$ cat src/rtl/servo_pkg.sv
`default_nettype none
// ============================================================================
// Package     : servo_pkg
// Description : Constants, helpers and FSM state type shared by the servo PWM
//               generator and decoder.
// Contents    : SERVO_MAX_ANGLE, ANGLE_W, default pulse-width limits,
//               us_to_clks(), servo_state_t.
// Revision    : 1.0 - initial release
// ============================================================================
package servo_pkg;

  localparam int unsigned SERVO_MAX_ANGLE  = 180;
  localparam int unsigned ANGLE_W          = 8;
  localparam int unsigned DEF_MIN_PULSE_US = 1000;
  localparam int unsigned DEF_MAX_PULSE_US = 2000;

  // Whole-microsecond clock rate first, so the product stays exact for any
  // clock that is an integer number of MHz.
  function automatic int unsigned us_to_clks(input int unsigned clk_freq,
                                             input int unsigned us);
    logic [63:0] prod;
    prod = (64'(clk_freq) / 64'd1_000_000) * 64'(us);
    return prod[31:0];
  endfunction

  typedef enum logic [1:0] {
    S_WAIT = 2'd0,
    S_HIGH = 2'd1,
    S_LOW  = 2'd2
  } servo_state_t;

endpackage
`default_nettype wire

$ cat src/rtl/servo_pwm_decoder_if.sv
`default_nettype none
// ============================================================================
// Interface   : servo_pwm_decoder_if
// Description : PWM pin plus decoded results of the servo PWM decoder.
// Signals     : pwm_in (pin), angle, angle_valid, pulse_clks, pulse_err,
//               signal_lost.
// Modports    : master - PWM source / result consumer
//               slave  - decoder
// Note        : CNT_W must equal $clog2(TIMEOUT_CLKS+1) of the decoder.
// Revision    : 1.0 - initial release
// ============================================================================
interface servo_pwm_decoder_if #(
  parameter int CNT_W = 22
);
  import servo_pkg::*;

  logic               pwm_in;
  logic [ANGLE_W-1:0] angle;
  logic               angle_valid;
  logic [CNT_W-1:0]   pulse_clks;
  logic               pulse_err;
  logic               signal_lost;

  modport master (
    output pwm_in,
    input  angle, angle_valid, pulse_clks, pulse_err, signal_lost
  );

  modport slave (
    input  pwm_in,
    output angle, angle_valid, pulse_clks, pulse_err, signal_lost
  );

endinterface
`default_nettype wire

$ cat src/rtl/pwm_edge_sync.sv
`default_nettype none
// ============================================================================
// Module      : pwm_edge_sync
// Description : Two-flop synchroniser for the asynchronous PWM pin followed by
//               an edge-detect flop. rise/fall are registered one-cycle pulses
//               with identical latency from the pin.
// Ports       : clk, rst_n (async active-low), din (async pin),
//               rise, fall (one-cycle strobes)
// Revision    : 1.0 - initial release
// ============================================================================
module pwm_edge_sync (
  input  wire  clk,
  input  wire  rst_n,
  input  wire  din,
  output logic rise,
  output logic fall
);

  logic       meta;
  logic       sync;
  logic       prev;
  // Fills with ones after reset; edges are reported only once every stage
  // holds a real pin sample, so a pin already high at reset release does not
  // masquerade as a rising edge.
  logic [2:0] primed;

  always_ff @(posedge clk or negedge rst_n) begin
    if (!rst_n) begin
      meta   <= 1'b0;
      sync   <= 1'b0;
      prev   <= 1'b0;
      primed <= 3'b000;
      rise   <= 1'b0;
      fall   <= 1'b0;
    end else begin
      meta   <= din;
      sync   <= meta;
      prev   <= sync;
      primed <= {primed[1:0], 1'b1};
      rise   <= primed[2] &  sync & ~prev;
      fall   <= primed[2] & ~sync &  prev;
    end
  end

endmodule
`default_nettype wire

$ cat src/rtl/servo_pwm_decoder.sv
`default_nettype none
// ============================================================================
// Module      : servo_pwm_decoder
// Description : Measures the high time of a servo PWM pulse and recovers the
//               0..180 degree command angle without a divider. Flags pulses
//               outside the tolerated range and loss of signal.
// Ports       : clk, rst_n (async active-low),
//               bus.pwm_in      - asynchronous PWM pin
//               bus.angle       - last accepted angle
//               bus.angle_valid - strobe, angle updated
//               bus.pulse_clks  - high time of last completed pulse
//               bus.pulse_err   - strobe, completed pulse out of range
//               bus.signal_lost - level, set on timeout, cleared on accept
// Revision    : 1.0 - initial release
// ============================================================================
module servo_pwm_decoder
  import servo_pkg::*;
#(
  parameter int unsigned CLK_FREQ     = 100_000_000,
  parameter int unsigned MIN_PULSE_US = DEF_MIN_PULSE_US,
  parameter int unsigned MAX_PULSE_US = DEF_MAX_PULSE_US,
  parameter int unsigned TOL_US       = 100,
  parameter int unsigned TIMEOUT_US   = 25_000
) (
  input wire                  clk,
  input wire                  rst_n,
  servo_pwm_decoder_if.slave  bus
);

  localparam int unsigned MIN_CLKS     = us_to_clks(CLK_FREQ, MIN_PULSE_US);
  localparam int unsigned MAX_CLKS     = us_to_clks(CLK_FREQ, MAX_PULSE_US);
  localparam int unsigned TOL_CLKS     = us_to_clks(CLK_FREQ, TOL_US);
  localparam int unsigned TIMEOUT_CLKS = us_to_clks(CLK_FREQ, TIMEOUT_US);
  localparam int unsigned DEG_CLKS     = (MAX_CLKS - MIN_CLKS) / SERVO_MAX_ANGLE;
  localparam int          CNT_W        = $clog2(TIMEOUT_CLKS + 1);
  localparam int          DIV_W        = (DEG_CLKS > 1) ? $clog2(DEG_CLKS) : 1;

  localparam logic [CNT_W-1:0]   C_MIN     = CNT_W'(MIN_CLKS);
  localparam logic [CNT_W-1:0]   C_LO_LIM  = CNT_W'(MIN_CLKS - TOL_CLKS);
  localparam logic [CNT_W-1:0]   C_HI_LIM  = CNT_W'(MAX_CLKS + TOL_CLKS);
  localparam logic [CNT_W-1:0]   C_TMO     = CNT_W'(TIMEOUT_CLKS);
  localparam logic [CNT_W-1:0]   C_TMO_M1  = CNT_W'(TIMEOUT_CLKS - 1);
  localparam logic [DIV_W-1:0]   C_DIV_TOP = DIV_W'(DEG_CLKS - 1);
  localparam logic [ANGLE_W-1:0] C_MAX_DEG = ANGLE_W'(SERVO_MAX_ANGLE);

  logic rise;
  logic fall;

  pwm_edge_sync u_sync (
    .clk   (clk),
    .rst_n (rst_n),
    .din   (bus.pwm_in),
    .rise  (rise),
    .fall  (fall)
  );

  servo_state_t       state;
  logic [CNT_W-1:0]   hi_cnt;
  logic [CNT_W-1:0]   lo_cnt;
  logic [DIV_W-1:0]   div_cnt;
  logic [ANGLE_W-1:0] deg_cnt;

  // hi_cnt holds the number of high cycles seen so far (1 after the rise
  // cycle). Whenever hi_cnt >= MIN_CLKS, deg_cnt tracks
  // floor((hi_cnt - MIN_CLKS) / DEG_CLKS) incrementally, with div_cnt as the
  // running remainder, so the angle is ready at the falling edge.
  always_ff @(posedge clk or negedge rst_n) begin
    if (!rst_n) begin
      state           <= S_WAIT;
      hi_cnt          <= '0;
      lo_cnt          <= '0;
      div_cnt         <= '0;
      deg_cnt         <= '0;
      bus.angle       <= '0;
      bus.angle_valid <= 1'b0;
      bus.pulse_clks  <= '0;
      bus.pulse_err   <= 1'b0;
      bus.signal_lost <= 1'b1;
    end else begin
      bus.angle_valid <= 1'b0;
      bus.pulse_err   <= 1'b0;

      case (state)
        S_WAIT: begin
          if (rise) begin
            state   <= S_HIGH;
            hi_cnt  <= CNT_W'(1);
            lo_cnt  <= '0;
            div_cnt <= '0;
            deg_cnt <= '0;
          end
        end

        S_HIGH: begin
          if (fall) begin
            state          <= S_LOW;
            lo_cnt         <= CNT_W'(1);
            bus.pulse_clks <= hi_cnt;
            if ((hi_cnt >= C_LO_LIM) && (hi_cnt <= C_HI_LIM)) begin
              bus.angle       <= deg_cnt;
              bus.angle_valid <= 1'b1;
              bus.signal_lost <= 1'b0;
            end else begin
              bus.pulse_err   <= 1'b1;
            end
          end else if (hi_cnt >= C_TMO_M1) begin
            // Stuck high: abandon the pulse silently.
            state           <= S_WAIT;
            hi_cnt          <= C_TMO;
            bus.signal_lost <= 1'b1;
          end else begin
            hi_cnt <= hi_cnt + CNT_W'(1);
            if (hi_cnt >= C_MIN) begin
              if (div_cnt == C_DIV_TOP) begin
                div_cnt <= '0;
                if (deg_cnt < C_MAX_DEG) begin
                  deg_cnt <= deg_cnt + ANGLE_W'(1);
                end
              end else begin
                div_cnt <= div_cnt + DIV_W'(1);
              end
            end
          end
        end

        S_LOW: begin
          // A rise takes priority over a simultaneous low timeout.
          if (rise) begin
            state   <= S_HIGH;
            hi_cnt  <= CNT_W'(1);
            div_cnt <= '0;
            deg_cnt <= '0;
          end else if (lo_cnt >= C_TMO_M1) begin
            state           <= S_WAIT;
            lo_cnt          <= C_TMO;
            bus.signal_lost <= 1'b1;
          end else begin
            lo_cnt <= lo_cnt + CNT_W'(1);
          end
        end

        default: state <= S_WAIT;
      endcase
    end
  end

endmodule
`default_nettype wire
$ cat src/flat_wrapper.sv
// flat-port wrapper written by rule: the top's interface ports become plain ports
module servo_pwm_decoder_flat import servo_pkg::*;
#(
  parameter int unsigned CLK_FREQ     = 100_000_000,
  parameter int unsigned MIN_PULSE_US = DEF_MIN_PULSE_US,
  parameter int unsigned MAX_PULSE_US = DEF_MAX_PULSE_US,
  parameter int unsigned TOL_US       = 100,
  parameter int unsigned TIMEOUT_US   = 25_000
)
  (clk, rst_n, bus_pwm_in, bus_angle, bus_angle_valid, bus_pulse_clks, bus_pulse_err, bus_signal_lost);
  servo_pwm_decoder_if bus_i ();
  input wire clk;
  input wire rst_n;
  input wire logic [$bits(bus_i.pwm_in)-1:0] bus_pwm_in;
  output wire logic [$bits(bus_i.angle)-1:0] bus_angle;
  output wire logic [$bits(bus_i.angle_valid)-1:0] bus_angle_valid;
  output wire logic [$bits(bus_i.pulse_clks)-1:0] bus_pulse_clks;
  output wire logic [$bits(bus_i.pulse_err)-1:0] bus_pulse_err;
  output wire logic [$bits(bus_i.signal_lost)-1:0] bus_signal_lost;
  assign bus_i.pwm_in = bus_pwm_in;
  assign bus_angle = bus_i.angle;
  assign bus_angle_valid = bus_i.angle_valid;
  assign bus_pulse_clks = bus_i.pulse_clks;
  assign bus_pulse_err = bus_i.pulse_err;
  assign bus_signal_lost = bus_i.signal_lost;
  servo_pwm_decoder #(.CLK_FREQ(CLK_FREQ), .MIN_PULSE_US(MIN_PULSE_US), .MAX_PULSE_US(MAX_PULSE_US), .TOL_US(TOL_US), .TIMEOUT_US(TIMEOUT_US)) u_core (.clk(clk), .rst_n(rst_n), .bus(bus_i));
endmodule
$ cat config.mk
export PLATFORM = sky130hd
export DESIGN_NAME = servo_pwm_decoder_flat
export DESIGN_NICKNAME = d
export VERILOG_FILES = /design/src/rtl/servo_pkg.sv /design/src/rtl/servo_pwm_decoder_if.sv /design/src/rtl/pwm_edge_sync.sv /design/src/rtl/servo_pwm_decoder.sv /design/src/flat_wrapper.sv
export SDC_FILE = /design/constraint.sdc
export NUM_CORES = 1
export LEC_CHECK = 0
export CORE_MARGIN = 2
export CORE_UTILIZATION = 35
export CTS_BUF_LIST = sky130_fd_sc_hd__clkbuf_4 sky130_fd_sc_hd__clkbuf_8
export CTS_CLUSTER_DIAMETER = 50
export DETAILED_ROUTE_END_ITERATION = 10
export PLACE_DENSITY = 0.52
export SLEW_MARGIN = 5
export SYNTH_ARGS = -nofsm -noshare
export SYNTH_HDL_FRONTEND = slang
export SYNTH_SLANG_ARGS = --single-unit
export TNS_END_PERCENT = 20
$ cat constraint.sdc
create_clock -name clk -period 2.83 [get_ports clk]
set_clock_uncertainty 0.05 [all_clocks]
set_input_delay 0.283 -clock clk [delete_from_list [all_inputs] [get_ports clk]]
set_output_delay 0.283 -clock clk [all_outputs]
set_load 0.03 [all_outputs]
-- Yosys cells after proc, flatten, opt, wreduce, memory -nomap -nowiden
Cells that the tools add are included.
Widths: inputs -> output; s select.
- add/subtract/negate cells: 4
- magnitude comparators: 6
- equality and inequality tests: 16
- multiplexer cells: 40
- bitwise logic cells: 6
- reductions and logical operators: 14
- operators by type and width (cell ; count):
    $mux 22 ; 7
    $pmux 22 s3 ; 1
    $mux 10 ; 5
    $mux 8 ; 6
    $add 22x1->22 const B ; 2
    $ge 22x17->1 const B ; 2
    $ge 22x22->1 const B ; 2
    $pmux 22 s2 ; 1
    $le 22x18->1 const B ; 1
    $pmux 10 s2 ; 1
    $pmux 8 s2 ; 1
    $mux 1 ; 11
    $add 10x1->10 const B ; 1
    $eq 10x10->1 const B ; 1
    $mux 2 ; 5
    $ne 2x1->1 const B ; 5
    $ne 2x2->1 const B ; 5
    $reduce_and 5->1 ; 2
    $ne 3x2->1 const B ; 3
    $reduce_and 3->1 ; 3
    $add 8x1->8 const B ; 1
    $lt 8x8->1 const B ; 1
    $reduce_and 7->1 ; 1
    $pmux 2 s3 ; 1
    12 further kinds ; 17
- bits in registers: 105
- input bits: 3
- output and inout bits: 33
- word-level logic and storage cells: 102

-- Depth between registers and ports, before layout
Gate-level depths: netlist of run 1.
- depth in word-level cells: 7
- mapped depth: 10
- gate-level depth less buffers: 8

-- Cells and area by module
Synthesis of run 1 repeated with hierarchy kept, for this count alone.
- cell total of the unflattened synthesis: 588
- area, all modules: 5491.5 sq um
- modules (own cells, without submodules) (module ; instances ; cells an instance ; area an instance (sq um) ; sequential area each (sq um)):
    servo_pwm_decoder ; 1 ; 577 ; 5270.1 ; 2428.6
    pwm_edge_sync ; 1 ; 11 ; 221.5 ; 200.2

-- Worst setup path after synthesis of run 1
No wires, ideal clock.
- path kind: register -> register
- from: register u_core.hi_cnt[9]
- to: register u_core.bus.signal_lost
- library setup time: 85 ps
- arrival time: 2422 ps
- data required time: 2695 ps
- slack: 273 ps
- stages on the path, launching flop included: 7
- buffers on the path: 1
- clock period less this slack: 2557 ps
- cell sequence: dfrtp_1 -> buf_6 -> or4_4 -> or4_1 -> a32o_2 -> a222oi_1 -> mux2_1
- word-level cells in the longest chain between the ends: 4
- elaborated cells between the ends (all ways): 7
- classes of those cells: 3 x order compare; 2 x eq/ne; 2 x reduce/logical
- RTL lines (item ; line ; source):
    start, declared ; servo_pwm_decoder.sv:58 ; logic [CNT_W-1:0] hi_cnt;
    start signal, assigned ; servo_pwm_decoder.sv:112 ; hi_cnt <= hi_cnt + CNT_W'(1);
    $ge 22x17->1 or $le 22x18->1 (tied branches) ; servo_pwm_decoder.sv:99 ; if ((hi_cnt >= C_LO_LIM) && (hi_cnt <= C_HI_LIM)) begin
    $logic_and 1x1->1 ; servo_pwm_decoder.sv:99 ;
    $ne 3x2->1 (no source line) ; -- ;
    $reduce_and 5->1 (no source line) (*) ; -- ;
    end signal, assigned ; servo_pwm_decoder.sv:102 ; bus.signal_lost <= 1'b0;
    end signal, assigned ; servo_pwm_decoder.sv:110 ; bus.signal_lost <= 1'b1;
    end signal, assigned ; servo_pwm_decoder.sv:136 ; bus.signal_lost <= 1'b1;
    end, declared ; servo_pwm_decoder_if.sv:31 ; output angle, angle_valid, pulse_clks, pulse_err, signal_lost
Every way passes the cells marked *; elsewhere a longest branch is shown, timed or not.
A chain may end at the register's enable or synchronous reset.

-- Worst setup path after layout of run 1
- from: register u_core.hi_cnt[19]
- to: register u_core.bus.signal_lost
Same word-level chain as after synthesis.

==> results.ini, run 1 <==
[yosys]
async_reset_ff_share_pct = 100
syn_inst = 606
synth-seq-cells = 105
synth_top_area_share_pct = 45.9
yosys.area.top_type = dfrtp_1
ys_seq_area_share_pct = 46.4
synthTopCellsByArea = dfrtp_1 46%, o21ai_0 5.5%, mux2_2 5.4%, nand2_1 4.2%, nand3_1 2.6%
synth_flop_cell = dfrtp_1
synth_nets = 620
synth_edf_count = 0
syn-cell-area_sq_mm = 0.00567
avgSynthCellArea_sq_um = 9.35
yosysUniqueCellTypes = 65
ys_warn_count = 0

[setup_path]
worstPathRequired_ns = 3.10
critPathLaunchType = flop
cp_max_fo = 3
worst-setup-path-type = reg2reg
end_kind = flop
arrival_ns = 2.91

[power_and_ir_drop]
pwr_density_cell_mw_per_mm2 = 606
power_leakage_nw = 2.84
irDropWorstVdd_uv = 329

[cells_and_area]
antenna_cells = 0
finalNonFillerCells = 870
design_area_sq_mm = 0.00663
area_growth_pct = 16.9
nFillCells = 1525
layout.nets = 665
drive_above_1_share_pct = 14.1

[sta]
hold_violations = 0
post-route-period-util_pct = 93.4
relSlewSlack_pct = 41.8
fmax_mhz = 378
min_period_ns = 2.64
worst_pin_slew_ns = 0.873
rsz0062_at_grt = false
fin_ws_ns = 0.187
maxSlewViolCount = 0
finalSetupViolations = 0
setup_tns_ns = 0

[clock_network]
root_buffer = clkbuf_8
clkTransAtPathRegs_ns = 0.10
cts_tree = built
numCtsBuffers = 9
cts_buffer_depth = 2
htree_levels = 3
insertion_delay_ns = 0.38
cts.sinks = 105

[floorplan]
start_util_pct = 35.8
num_io_pins = 36
coreArea_sq_mm = 0.0158
die_w_microns = 131
dieArea_sq_mm = 0.0172
fp-row-count = 46
fp.dieH_microns = 131

[global_routing]
grt_pass1_wl_microns = 24300
grt_max_degree = 67
antenna_found_initial = 0
grt_overflow = 0
first_global_vias = 4708
grtUsageTotal_pct = 17.2

[detailed_routing]
num_vias = 4800
drc_errors = 0
routed_via_density = 5.52
first_pass_iters = 5
wl_per_cell_microns = 16.4
dr.first_iter.drc_count = 269
wl_microns = 14300
detail-route-antenna-nets = 0

[min_path]
hp-class = in2reg

[placed_design]
io_buffer_count = 35
placedCellCount = 855
dpl_cell_area_sq_mm = 0.00641
place_ws_ns = 0.0616
gp_congestion = 0.958
dp_hpwl_microns = 9940

[run_status]
run_status = finished, final reports clean

[job]
drv_cap = 0

==> kinds of logic (layout without fill, tap and decap cells) <==
logic type / count (synthesis) / in the layout / share of synthesized area (%)
fa+ha+maj: 11 / 11 / 2.43
other cells: 1 / 1 / 0.0662
mux: 35 / 35 / 6.80
buf+inv: 56 / 104 / 3.93
simple gates: 226 / 226 / 20.6
xor+xnor: 2 / 2 / 0.309
compound gates: 170 / 170 / 19.5
flops: 105 / 105 / 46.4
==> flip-flops by register name (all words and copies together) (netlist names), 2 cells and up <==
register and count:
u_core.bus.angle 8, u_core.bus.pulse_clks 22, u_core.deg_cnt 8, u_core.div_cnt 10, u_core.hi_cnt 22, u_core.lo_cnt 22
u_core.state 2, u_core.u_sync.primed 3
==> layout make-up <==
type | instances | area (sq um) | share of cell area, %
multi-input cells | 445 | 2840 | 42.8
inverters | 18 | 67.6 | 1.02
clock inverters | 3 | 43.8 | 0.661
flip-flops and latches | 105 | 2630 | 39.7
clock buffers | 11 | 139 | 2.10
repair buffers | 72 | 641 | 9.67
well taps | 216 | 270 | 4.08
==> per-layer routing <==
metal	track usage (%)	share of wire [%]	vias to the layer above
met3	2.85	4.5	21
met4	6.64	2.0	0
li1	-	-	2317
met2	25.5	44	102
met5	0	0	-
met1	25.1	49	2360
==> power by group <==
| part | total [mW] | switching [mW] | internal (mW) |
|---|---|---|---|
| Combinational | 1.38 | 0.884 | 0.495 |
| Sequential | 1.71 | 0.103 | 1.61 |
| Clock | 0.924 | 0.504 | 0.420 |
==> critical path: stages (launching register included) <==
cell	delay, ns
dfrtp_1	0.39
nor4_1	0.56
nand3_1	0.15
or4_1	0.41
a32o_2	0.28
a222oi_1	0.37
mux2_1	0.35
==> cells in the final DEF (no fill, tap or decap), types with 2 or more instances in the layout <==
cell type / n
or3_1: 2
nand3b_1: 2
clkdlybuf4s50_1: 34
nor2b_1: 5
clkbuf_8: 9
nor2_1: 35
a22o_1: 6
a41oi_1: 5
or2_2: 2
and4_1: 4
a31o_2: 4
buf_4: 36
nand2b_1: 9
nand4_1: 14
and3_1: 16
and2_1: 6
nor3_1: 14
ha_1: 11
a211o_1: 2
nand2_1: 64
o31a_1: 4
nor4_1: 9
mux2_2: 27
o211a_1: 2
o21ai_0: 62
o21a_1: 8
a21o_1: 4
o31ai_1: 14
a21oi_1: 23
a31oi_1: 10
or4_1: 5
clkbuf_4: 2
o22ai_1: 4
o211ai_1: 2
inv_1: 18
nand3_1: 29
o2bb2ai_1: 3
o41ai_1: 6
dfrtp_1: 104
mux2i_1: 7
==> synth_stat cells, drive strengths merged, types with 9 or more instances <==
master	number
a21oi	23
a31oi	10
and3	16
clkbuf	35
dfrtp	104
ha	11
inv	18
mux2	28
nand2	64
nand2b	9
nand3	29
nand4	14
nor2	36
nor3	15
nor4	10
o21ai	63
o31ai	14
==> worst paths after layout <==
check	cells past startpoint	start	end	slack (ns)
max reg2reg	6	u_core.hi_cnt[19]$_DFFE_PN0P_	u_core.bus.signal_lost$_DFFE_PN1P_	0.19
min reg2reg	0	u_core.u_sync.meta$_DFF_PN0_	u_core.u_sync.sync$_DFF_PN0_	0.31
min in group asynchronous	2	rst_n	u_core.div_cnt[5]$_DFFE_PN0P_	0.49
max	6	u_core.hi_cnt[19]$_DFFE_PN0P_	u_core.bus.signal_lost$_DFFE_PN1P_	0.19
max in group asynchronous	3	rst_n	u_core.bus.pulse_clks[3]$_DFFE_PN0P_	1.54
min	1	bus_pwm_in	u_core.u_sync.meta$_DFF_PN0_	0.28
==> per-stage QoR <==
stage / power (mW) / hold WS, ns / util (%)
final: 4.01 / 0.276 / 41.9
after global routing: 4.29 / 0.278 / 41.9
after CTS: 4.05 / 0.261 / 41.7
after detailed placement: 3.11 / 0.289 / 40.5
after global placement: 3.08 / 0.282 / 40.5
after floorplan: 2.59 / -0.0626 / -
==> timing repair <==
| action | in CTS | in global routing |
|---|---|---|
| resized for setup | 0 | 3 |
| setup buffers | 0 | 0 |
| hold buffers | 1 | 0 |
| endpoints found under the hold margin | 45 | 0 |
| setup endpoints to repair | 0 | 14 |
Note: power is estimated with default switching activity, not from simulation.
==> run 2: changes to the inputs <==
--- a/config.mk
+++ b/config.mk
@@ -11,6 +11,7 @@
 export CTS_CLUSTER_DIAMETER = 50
 export DETAILED_ROUTE_END_ITERATION = 10
 export PLACE_DENSITY = 0.52
+export SKIP_CTS_REPAIR_TIMING = 1
 export SLEW_MARGIN = 5
 export SYNTH_ARGS = -nofsm -noshare
 export SYNTH_HDL_FRONTEND = slang
==> results.ini, run 2 (synthesized netlist as in run 1, its figures left out) <==
[detailed_routing]
wl_per_cell_microns = 16.4  ; +0.26%
routed_via_density = 5.49  ; -0.51%
dr.first_iter.drc_count = 275  ; +2.2%
wl_microns = 14300  ; +0.14%
first_pass_iters = 4  ; -1
num_vias = 4770  ; -0.63%
drc_errors = 0  ; unchanged
detail-route-antenna-nets = 0  ; unchanged

[cells_and_area]
finalNonFillerCells = 869  ; -0.11%
top_regs = u_core.bus.pulse_clks x22, u_core.hi_cnt x22, u_core.lo_cnt x22
layout_common_cells = 104 x dfrtp_1, 64 x nand2_1, 62 x o21ai_0, 36 x buf_4, 35 x nor2_1
layout.nets = 664  ; -0.15%
final_common_cell = dfrtp_1
drive_above_1_share_pct = 14.1  ; +0.022 points
antenna_cells = 0  ; unchanged
design_area_sq_mm = 0.00662  ; -0.15%
area_growth_pct = 16.8

[sta]
worst_pin_slew_ns = 0.867  ; -0.00568 ns
post-route-period-util_pct = 93.4  ; about the same
finalSetupViolations = 0  ; unchanged
relSlewSlack_pct = 42.2  ; +0.38 points
holdWs_ns = -0.0537  ; -0.330 ns
rsz0062_at_grt = false
fin_ws_ns = 0.187  ; -0.000745 ns
min_period_ns = 2.64  ; +0.000745 ns
fmax_mhz = 378  ; about the same
maxSlewViolCount = 0  ; unchanged
setup_tns_ns = 0  ; unchanged
hold_violations = 44  ; +44

[clock_network]
htree_levels = 3  ; unchanged
cts_tree = built
insertion_delay_ns = 0.38  ; about the same
root_buffer = clkbuf_8
clkTransAtPathRegs_ns = 0.10  ; about the same
numCtsBuffers = 9  ; unchanged
cts_buffer_depth = 2  ; unchanged
cts.sinks = 105  ; unchanged

[power_and_ir_drop]
pwr_density_cell_mw_per_mm2 = 607  ; +0.13%
irDropWorstVdd_uv = 328  ; -0.15%
power_leakage_nw = 2.84  ; -0.15%
p_total_mw = 4.01  ; about the same

[floorplan]
dieArea_sq_mm = 0.0172  ; unchanged
fp-row-count = 46  ; unchanged
die_w_microns = 131  ; unchanged
coreArea_sq_mm = 0.0158  ; unchanged
start_util_pct = 35.8  ; unchanged
num_io_pins = 36  ; unchanged
fp.dieH_microns = 131  ; unchanged

[setup_path]
cp_slowest_cell = nor4_1
rr_endpoint = u_core.bus.signal_lost$_DFFE_PN1P_
critPathCapture = u_core.bus.signal_lost$_DFFE_PN1P_
worstPathRequired_ns = 3.09  ; about the same
timing.rr.start = u_core.hi_cnt[19]$_DFFE_PN0P_
arrival_ns = 2.91  ; about the same
slowest_delay_ns = 0.56  ; about the same
reg2reg_depth = 6  ; unchanged
worst-setup-path-type = reg2reg
critPathLaunchType = flop
cp_cell_sequence = nor4_1 > nand3_1 > or4_1 > a32o_2 > a222oi_1 > mux2_1
crit_start = u_core.hi_cnt[19]$_DFFE_PN0P_
reg2reg_setup_slack_ns = 0.19  ; about the same
cp_max_fo = 3  ; unchanged
end_kind = flop

[run_status]
run_status = complete, but fails checks
violations = negative hold slack

[placed_design]
placedCellCount = 855  ; unchanged
gp_congestion = 0.958  ; unchanged
io_buffer_count = 35  ; unchanged
dp_hpwl_microns = 9940  ; unchanged
place_ws_ns = 0.0616  ; unchanged
dpl_cell_area_sq_mm = 0.00641  ; unchanged

[min_path]
hp-class = in2async

[global_routing]
grt_pass1_wl_microns = 24300  ; about the same
grt_max_degree = 67  ; unchanged
first_global_vias = 4706  ; -0.042%
grt_overflow = 0  ; unchanged
grtUsageTotal_pct = 17.2  ; about the same
antenna_found_initial = 0  ; unchanged

[job]
drv_cap = 0  ; unchanged

-- run 2: changes by cell type in the layout (fill, tap and decap cells not counted) --
cell,delta
dlygate4sd3_1,-1
-- run 2: layout make-up --
class                           instances  area [sq um]
Clock inverter                          3          43.8
Tap cell                              216           270
Multi-Input combinational cell        445          2840
Timing Repair Buffer                   71           631
Fill cell                            1525          9210
Clock buffer                           11           139
Inverter                               18          67.6
Sequential cell                       105          2630
-- run 2: layer usage --
layer	vias up	share of wire, %	wire, microns	global-route usage [%]
met4	0	1.8	255	6.64
li1	2318	-	-	-
met3	19	5.3	758	2.85
met5	-	0	0	0
met1	2310	48	6890	25.1
met2	123	45	6370	25.5
-- run 2: where the power goes --
part           leakage [nW]  internal (mW)  total [mW]  switching, mW
logic                  1.30          0.494        1.38          0.885
clock network        0.0961          0.420       0.923          0.502
registers              1.44           1.61        1.71          0.103
-- run 2: per-stage QoR --
stage / utilization (%) / hold slack (ns)
floorplan: - / -0.0626
global placement: 40.5 / 0.282
detailed placement: 40.5 / 0.289
CTS: 41.7 / -0.0290
global route: 41.8 / 0.00102
finish: 41.8 / -0.0537
-- run 2: worst max-delay path: cells and delay by family, from the launching register on --
kind,cells,cell delay (ns)
compound gates,2,0.65
mux,1,0.35
simple gates,3,1.12
flops,1,0.39
-- run 2: how the worst min path moves through the flow --
| stage | end | depth (start not counted) | slack, ns |
|---|---|---|---|
| 2_1_floorplan | u_core.bus.angle[0]$_DFFE_PN0P_ | 0 | -0.06 |
| 3_3_place_gp | u_core.u_sync.primed[1]$_DFF_PN0_ | 0 | 0.28 |
| 3_5_place_dp | u_core.u_sync.sync$_DFF_PN0_ | 0 | 0.29 |
| 4_1_cts | u_core.div_cnt[8]$_DFFE_PN0P_ | 1 | -0.03 |
| 5_1_grt | u_core.div_cnt[5]$_DFFE_PN0P_ | 1 | 0.001 |
| 6_report | u_core.div_cnt[5]$_DFFE_PN0P_ | 1 | -0.05 |
